==> src/rtl/pkt_pkg.sv <==
// Shared packet definitions: default field widths, counter width and the packet payload struct.
package pkt_pkg;

    localparam int unsigned ADDR_WD_DEF = 7;
    localparam int unsigned DATA_WD_DEF = 32;
    localparam int unsigned CNT_WD      = 16;

    typedef struct packed {
        logic [ADDR_WD_DEF-1:0] addr;
        logic [DATA_WD_DEF-1:0] data;
    } pkt_t;

endpackage

==> src/rtl/pkt_if.sv <==
// Packet valid/ready bus; master drives the packet, slave returns ready.
interface pkt_if #(
    parameter int unsigned ADDR_WD = pkt_pkg::ADDR_WD_DEF,
    parameter int unsigned DATA_WD = pkt_pkg::DATA_WD_DEF
) ();

    logic               vld;
    logic               rdy;
    logic [ADDR_WD-1:0] addr;
    logic [DATA_WD-1:0] data;

    modport master (output vld, output addr, output data, input  rdy);
    modport slave  (input  vld, input  addr, input  data, output rdy);

endinterface

==> src/rtl/pkt_rx_ram.sv <==
// Packet storage: one synchronous write port, one asynchronous read port, contents not reset.
module pkt_rx_ram #(
    parameter int unsigned DEPTH = 16,
    parameter int unsigned WIDTH = 39
) (
    input  logic                     clk,
    input  logic                     i_we,
    input  logic [$clog2(DEPTH)-1:0] i_waddr,
    input  logic [WIDTH-1:0]         i_wdata,
    input  logic [$clog2(DEPTH)-1:0] i_raddr,
    output logic [WIDTH-1:0]         o_rdata_c
);

    logic [WIDTH-1:0] r_mem [DEPTH];

    always_ff @(posedge clk) begin
        if (i_we) r_mem[i_waddr] <= i_wdata;
    end

    assign o_rdata_c = r_mem[i_raddr];

endmodule

==> src/rtl/pkt_rx_fifo.sv <==
// Receive packet FIFO without input backpressure; overflowing packets are dropped and counted.
module pkt_rx_fifo
    import pkt_pkg::*;
#(
    parameter int unsigned ADDR_WD = ADDR_WD_DEF,
    parameter int unsigned DATA_WD = DATA_WD_DEF,
    parameter int unsigned DEPTH   = 16
) (
    input  logic                     clk,
    input  logic                     rst_n,
    pkt_if.slave                     in_if,
    pkt_if.master                    out_if,
    output logic [$clog2(DEPTH):0]   level,
    output logic                     ovf,
    output logic [CNT_WD-1:0]        drop_cnt,
    input  logic                     ovf_clr
);

    localparam int unsigned PTR_WD = $clog2(DEPTH);
    localparam int unsigned LVL_WD = PTR_WD + 1;
    localparam int unsigned ENT_WD = ADDR_WD + DATA_WD;

    logic [PTR_WD-1:0]  r_wr_ptr;
    logic [PTR_WD-1:0]  r_rd_ptr;
    logic [LVL_WD-1:0]  r_level;
    logic               r_out_vld;
    logic [ADDR_WD-1:0] r_out_addr;
    logic [DATA_WD-1:0] r_out_data;
    logic               r_ovf;
    logic [CNT_WD-1:0]  r_drop_cnt;

    logic               w_full;
    logic               w_pop;
    logic               w_push;
    logic               w_drop;
    logic [PTR_WD-1:0]  w_rd_nxt;
    logic [LVL_WD-1:0]  w_lvl_rem;
    logic [LVL_WD-1:0]  w_lvl_nxt;
    logic [ENT_WD-1:0]  w_rdata;
    logic [ADDR_WD-1:0] w_rd_addr;
    logic [DATA_WD-1:0] w_rd_data;

    // Full/empty come from the level count so pointer equality is never ambiguous.
    assign w_full    = (r_level == LVL_WD'(DEPTH));
    assign w_pop     = (r_level != '0) & out_if.rdy;
    assign w_push    = in_if.vld & (~w_full | w_pop);
    assign w_drop    = in_if.vld & ~w_push;
    assign w_rd_nxt  = r_rd_ptr + PTR_WD'(w_pop);
    assign w_lvl_rem = r_level - LVL_WD'(w_pop);
    assign w_lvl_nxt = w_lvl_rem + LVL_WD'(w_push);

    pkt_rx_ram #(
        .DEPTH (DEPTH),
        .WIDTH (ENT_WD)
    ) u_ram (
        .clk       (clk),
        .i_we      (w_push),
        .i_waddr   (r_wr_ptr),
        .i_wdata   ({in_if.addr, in_if.data}),
        .i_raddr   (w_rd_nxt),
        .o_rdata_c (w_rdata)
    );

    assign {w_rd_addr, w_rd_data} = w_rdata;

    // Head register: loads the incoming packet when it becomes the only entry, else the next stored one.
    always_ff @(posedge clk or negedge rst_n) begin
        if (!rst_n) begin
            r_wr_ptr   <= '0;
            r_rd_ptr   <= '0;
            r_level    <= '0;
            r_out_vld  <= 1'b0;
            r_out_addr <= '0;
            r_out_data <= '0;
        end else begin
            r_rd_ptr  <= w_rd_nxt;
            r_level   <= w_lvl_nxt;
            r_out_vld <= (w_lvl_nxt != '0);
            if (w_push) r_wr_ptr <= r_wr_ptr + PTR_WD'(1);
            if (w_push && (w_lvl_rem == '0)) begin
                r_out_addr <= in_if.addr;
                r_out_data <= in_if.data;
            end else if (w_pop && (w_lvl_rem != '0)) begin
                r_out_addr <= w_rd_addr;
                r_out_data <= w_rd_data;
            end
        end
    end

    // A drop in the same cycle as a clear restarts the count at one.
    always_ff @(posedge clk or negedge rst_n) begin
        if (!rst_n) begin
            r_ovf      <= 1'b0;
            r_drop_cnt <= '0;
        end else if (w_drop) begin
            r_ovf <= 1'b1;
            if (ovf_clr)                     r_drop_cnt <= CNT_WD'(1);
            else if (r_drop_cnt != '1)       r_drop_cnt <= r_drop_cnt + CNT_WD'(1);
        end else if (ovf_clr) begin
            r_ovf      <= 1'b0;
            r_drop_cnt <= '0;
        end
    end

    assign in_if.rdy   = 1'b1;
    assign out_if.vld  = r_out_vld;
    assign out_if.addr = r_out_addr;
    assign out_if.data = r_out_data;
    assign level       = r_level;
    assign ovf         = r_ovf;
    assign drop_cnt    = r_drop_cnt;

endmodule

==> src/flat_wrapper.sv <==
// flat-port wrapper written by rule: the top's interface ports become plain ports
module pkt_rx_fifo_flat import pkt_pkg::*;
#(
    parameter int unsigned ADDR_WD = ADDR_WD_DEF,
    parameter int unsigned DATA_WD = DATA_WD_DEF,
    parameter int unsigned DEPTH   = 16
)
  (clk, rst_n, level, ovf, drop_cnt, ovf_clr, in_if_vld, in_if_addr, in_if_data, in_if_rdy, out_if_vld, out_if_addr, out_if_data, out_if_rdy);
  pkt_if #(.ADDR_WD(ADDR_WD), .DATA_WD(DATA_WD)) in_if_i ();
  pkt_if #(.ADDR_WD(ADDR_WD), .DATA_WD(DATA_WD)) out_if_i ();
  input  logic clk;
  input  logic rst_n;
  output logic [$clog2(DEPTH):0] level;
  output logic ovf;
  output logic [CNT_WD-1:0] drop_cnt;
  input  logic ovf_clr;
  input wire logic [$bits(in_if_i.vld)-1:0] in_if_vld;
  input wire logic [$bits(in_if_i.addr)-1:0] in_if_addr;
  input wire logic [$bits(in_if_i.data)-1:0] in_if_data;
  output wire logic [$bits(in_if_i.rdy)-1:0] in_if_rdy;
  output wire logic [$bits(out_if_i.vld)-1:0] out_if_vld;
  output wire logic [$bits(out_if_i.addr)-1:0] out_if_addr;
  output wire logic [$bits(out_if_i.data)-1:0] out_if_data;
  input wire logic [$bits(out_if_i.rdy)-1:0] out_if_rdy;
  assign in_if_i.vld = in_if_vld;
  assign in_if_i.addr = in_if_addr;
  assign in_if_i.data = in_if_data;
  assign in_if_rdy = in_if_i.rdy;
  assign out_if_vld = out_if_i.vld;
  assign out_if_addr = out_if_i.addr;
  assign out_if_data = out_if_i.data;
  assign out_if_i.rdy = out_if_rdy;
  pkt_rx_fifo #(.ADDR_WD(ADDR_WD), .DATA_WD(DATA_WD), .DEPTH(DEPTH)) u_core (.clk(clk), .rst_n(rst_n), .in_if(in_if_i), .out_if(out_if_i), .level(level), .ovf(ovf), .drop_cnt(drop_cnt), .ovf_clr(ovf_clr));
endmodule
==> config.mk <==
export PLATFORM = sky130hd
export DESIGN_NAME = pkt_rx_fifo_flat
export DESIGN_NICKNAME = d
export VERILOG_FILES = /design/src/rtl/pkt_pkg.sv /design/src/rtl/pkt_if.sv /design/src/rtl/pkt_rx_ram.sv /design/src/rtl/pkt_rx_fifo.sv /design/src/flat_wrapper.sv
export SDC_FILE = /design/constraint.sdc
export NUM_CORES = 1
export LEC_CHECK = 0
export CORE_MARGIN = 2
export CORE_UTILIZATION = 50
export CTS_CLUSTER_SIZE = 30
export DETAILED_ROUTE_END_ITERATION = 8
export HOLD_SLACK_MARGIN = 0.08
export PLACE_DENSITY_LB_ADDON = 0.25
export SYNTH_ARGS = -nofsm -noshare
export SYNTH_HDL_FRONTEND = slang
export SYNTH_SLANG_ARGS = --single-unit
==> constraint.sdc <==
create_clock -name clk -period 8.7 [get_ports clk]
set_input_delay 1.305 -clock clk [delete_from_list [all_inputs] [get_ports clk]]
set_output_delay 1.305 -clock clk [all_outputs]
set_load 0.03 [all_outputs]
==> results.md <==
- Core ar.: 55000 µm²
- Distinct cells, synth: 59
- Post-CTS Resized: 0
- Reg clk slew, reported paths: 0.06 ns
- Root Buffer: clkbuf_16
- I/O Buffers: 105
- Post-CTS Hold Buffers: 0
- Yosys reg bits: 694
- ANT nets after route: 0
- Max-slew violations: 0
- Top cells by count, synth: 624 x edfxtp_1, 156 x mux4_2, 123 x nand4_1
- Type of the most critical hold path: flip-flop to flip-flop
- DP HPWL: 30.3 mm
- DR vias/cell: 6.33
- Fin Hold WS: 0.519 ns
- RSZ-0062 raised after global routing: no
- Cell Area, Synth: 27700 µm²
- Num rows: 86
- Initial Util: 50.4%
- TritonRoute pass-1 iters: 5
- Worst IR drop on VDD: 336 µV
- Area occupied by multi-input gates: 6940 µm²
- Final Hold Fails: 0
- DR DRC count: 0
- H-tree levels: 3
- Setup crit start: out_if_rdy
- DRT Wirelength: 65.3 mm
- Clock sink total: 694
- Ports: 107
- CTS max path bufs: 3
- CTS Buf Count: 71
- Fmax: 0.196 GHz
- Final Cycle Share: 58.6%
- Number of synthesized flops with an enable pin: 624
- Register area: 20500 µm²
- Status: finished, final reports clean
- Hold path start: u_core.ovf$_DFFE_PN0P_
- Ys flop type: edfxtp_1
- Clk_skew: 0.0257 ns
- Ys async rst share: 10.1%
- Post-synth top area share: 67.6%
- Worst-Margin Slew: 1.17 ns
- Fill cells: 4070
- Max-Slew Margin vs Limit: 21.5%
- Crit Path Max Fanout: 71
- Initial drt markers: 1415
- Die width: 240 µm
- Syn Inst Count: 1396
- Setup crit end kind: flip-flop
- Max_cap viols: 0
- Most frequent cell after synthesis: edfxtp_1
- Clk_lat worst skew: 0.60 ns
- Avg WL per Cell: 28.2 µm
- Postcts setup bufs: 0
- Largest cells by area after synthesis: edfxtp_1 68%, mux4_2 13%, dfrtp_1 6.3%
- CP Launch Type: input pin
- Setup TNS Final: 0 ns
- Synth warnings: 0
- DR vias: 14700
- Layout cells sized above 1: 25.8%
- Post-synthesis sequential area ratio: 73.9%
- Grt ovf: 0
- Die height: 240 µm
- Routability cong.: 0.790
- Final std cells w/o fill: 2319
- Total GRT Usage: 23.3%
- Critical Path Max Stage Delay: 1.03 ns
- Syn Nets: 1451
- Leak pwr: 10.2 nW
- WP data required: 9.17 ns
- Post-route minimum period: 5.10 ns
- Final worst slack: 3.60 ns
- CTS tree: done
- Critical path type: input pin to flip-flop
- First-pass GRT wire length: 96.1 mm
- Vias in the first global route: 14900
- Worst slack, placed: 2.96 ns
- Mean Syn Cell Area: 19.9 µm²
- Placed Instances: 2188
- Crit-path cells: clkdlybuf4s50_1 > o21ai_4 > buf_4 > inv_2 > ha_4 > ha_4 > buf_4 > mux4_2 > mux2_2 > nand4_1 > nand4_1
- Largest net degree at the start of global routing: 98
- Power Density: 345 nW/µm²
- Slowest stage cell, crit path: ha_4
- Largest area contributor in the netlist: edfxtp_1
- Initial antenna violation count: 3
- Reg-to-reg startpoint: u_core.level[2]$_DFF_PN0_
- Setup violators final: 0
- Critical Path AT: 5.57 ns
- Final #Nets: 1568
- Area grow syn2layout: 15.2%
- Die ar.: 57400 µm²
[layout make-up]
| class | instances | share of cell area (%) |
|---|---|---|
| repair buffers | 140 | 4.18 |
| diodes | 1 | 0.00783 |
| multi-input cells | 595 | 21.7 |
| clock inverters | 30 | 0.681 |
| flip-flops and latches | 694 | 64.1 |
| clock buffers | 100 | 6.23 |
| well taps | 748 | 2.93 |
| inverters | 11 | 0.129 |
[state kept, by name, summed over array words and instances (netlist names)]
register / cells
u_core.level: 5
u_core.out_if.addr: 7
u_core.out_if.vld: 1
u_core.drop_cnt: 16
u_core.ovf: 1
u_core.u_ram.r_mem: 624
u_core.out_if.data: 32
u_core.r_wr_ptr: 4
u_core.r_rd_ptr: 4
[power by group]
group	leakage (nW)	internal, mW	switching [mW]
Sequential	6.51	4.06	0.218
Clock	1.08	1.66	1.23
Combinational	2.63	1.84	2.01
Total	10.2	7.56	3.46
[worst max-delay path: cells and delay by family]
kind,cells,cell delay (ns)
buf+inv,4,1.95
compound gates,1,0.08
fa+ha+maj,2,1.24
simple gates,2,0.22
mux,2,0.72
[layer usage]
layer | up-vias | part of all wire [%] | track usage, %
met5 | - | 0.035 | 0
met4 | 4 | 2.4 | 7.58
met3 | 126 | 8.0 | 4.71
met2 | 676 | 49 | 37.3
met1 | 7793 | 41 | 32.4
li1 | 6082 | - | -
[final timing paths]
kind / end / slack, ns / depth (start not counted)
worst max-delay path: u_core.out_if.data[20]$_DFFE_PN0P_ / 3.60 / 11
worst min-delay path: u_core.ovf$_DFFE_PN0P_ / 0.52 / 2
worst max register to register: u_core.out_if.data[20]$_DFFE_PN0P_ / 3.64 / 11
worst min register to register: u_core.ovf$_DFFE_PN0P_ / 0.52 / 2
max in group asynchronous: u_core.out_if.data[19]$_DFFE_PN0P_ / 6.87 / 2
min in group asynchronous: u_core.drop_cnt[9]$_DFFE_PN0P_ / 0.67 / 1
[metrics by stage]
stage | power [mW] | util [%] | area (µm²)
after floorplan | 7.07 | - | 27700
after global placement | 8.17 | 54.1 | 29700
after detailed placement | 8.24 | 54.1 | 29700
after CTS | 11.1 | 58.1 | 32000
after global routing | 11.5 | 58.1 | 32000
final | 11.0 | 58.1 | 32000
[placed cells by master, fill, tap and decap left out, types with 10 or more instances in the layout]
master           count
nor2_1              13
mux4_2             156
clkinv_1            11
dfrtp_1             70
clkdlybuf4s50_1    104
clkbuf_1            22
mux2_2              80
edfxtp_1           624
clkbuf_16           74
clkinv_2            10
nor2b_1             12
nand4_1            123
nand2_1             52
o211ai_1            41
buf_4               34
[cell families (layout without fill, tap and decap cells)]
logic type,Yosys count,count (layout),synth area share (%)
AOI/OAI and AO/OA,72,72,1.98
xor gates and xnor gates,9,9,0.284
adders and majority gates,11,11,0.496
buffers and inverters,107,281,1.62
DFF,694,694,73.9
muxes,244,244,16.2
other,1,2,0.0135
and+or+nand+nor,258,258,5.48
No activity file was read; power rests on OpenSTA's default activity.
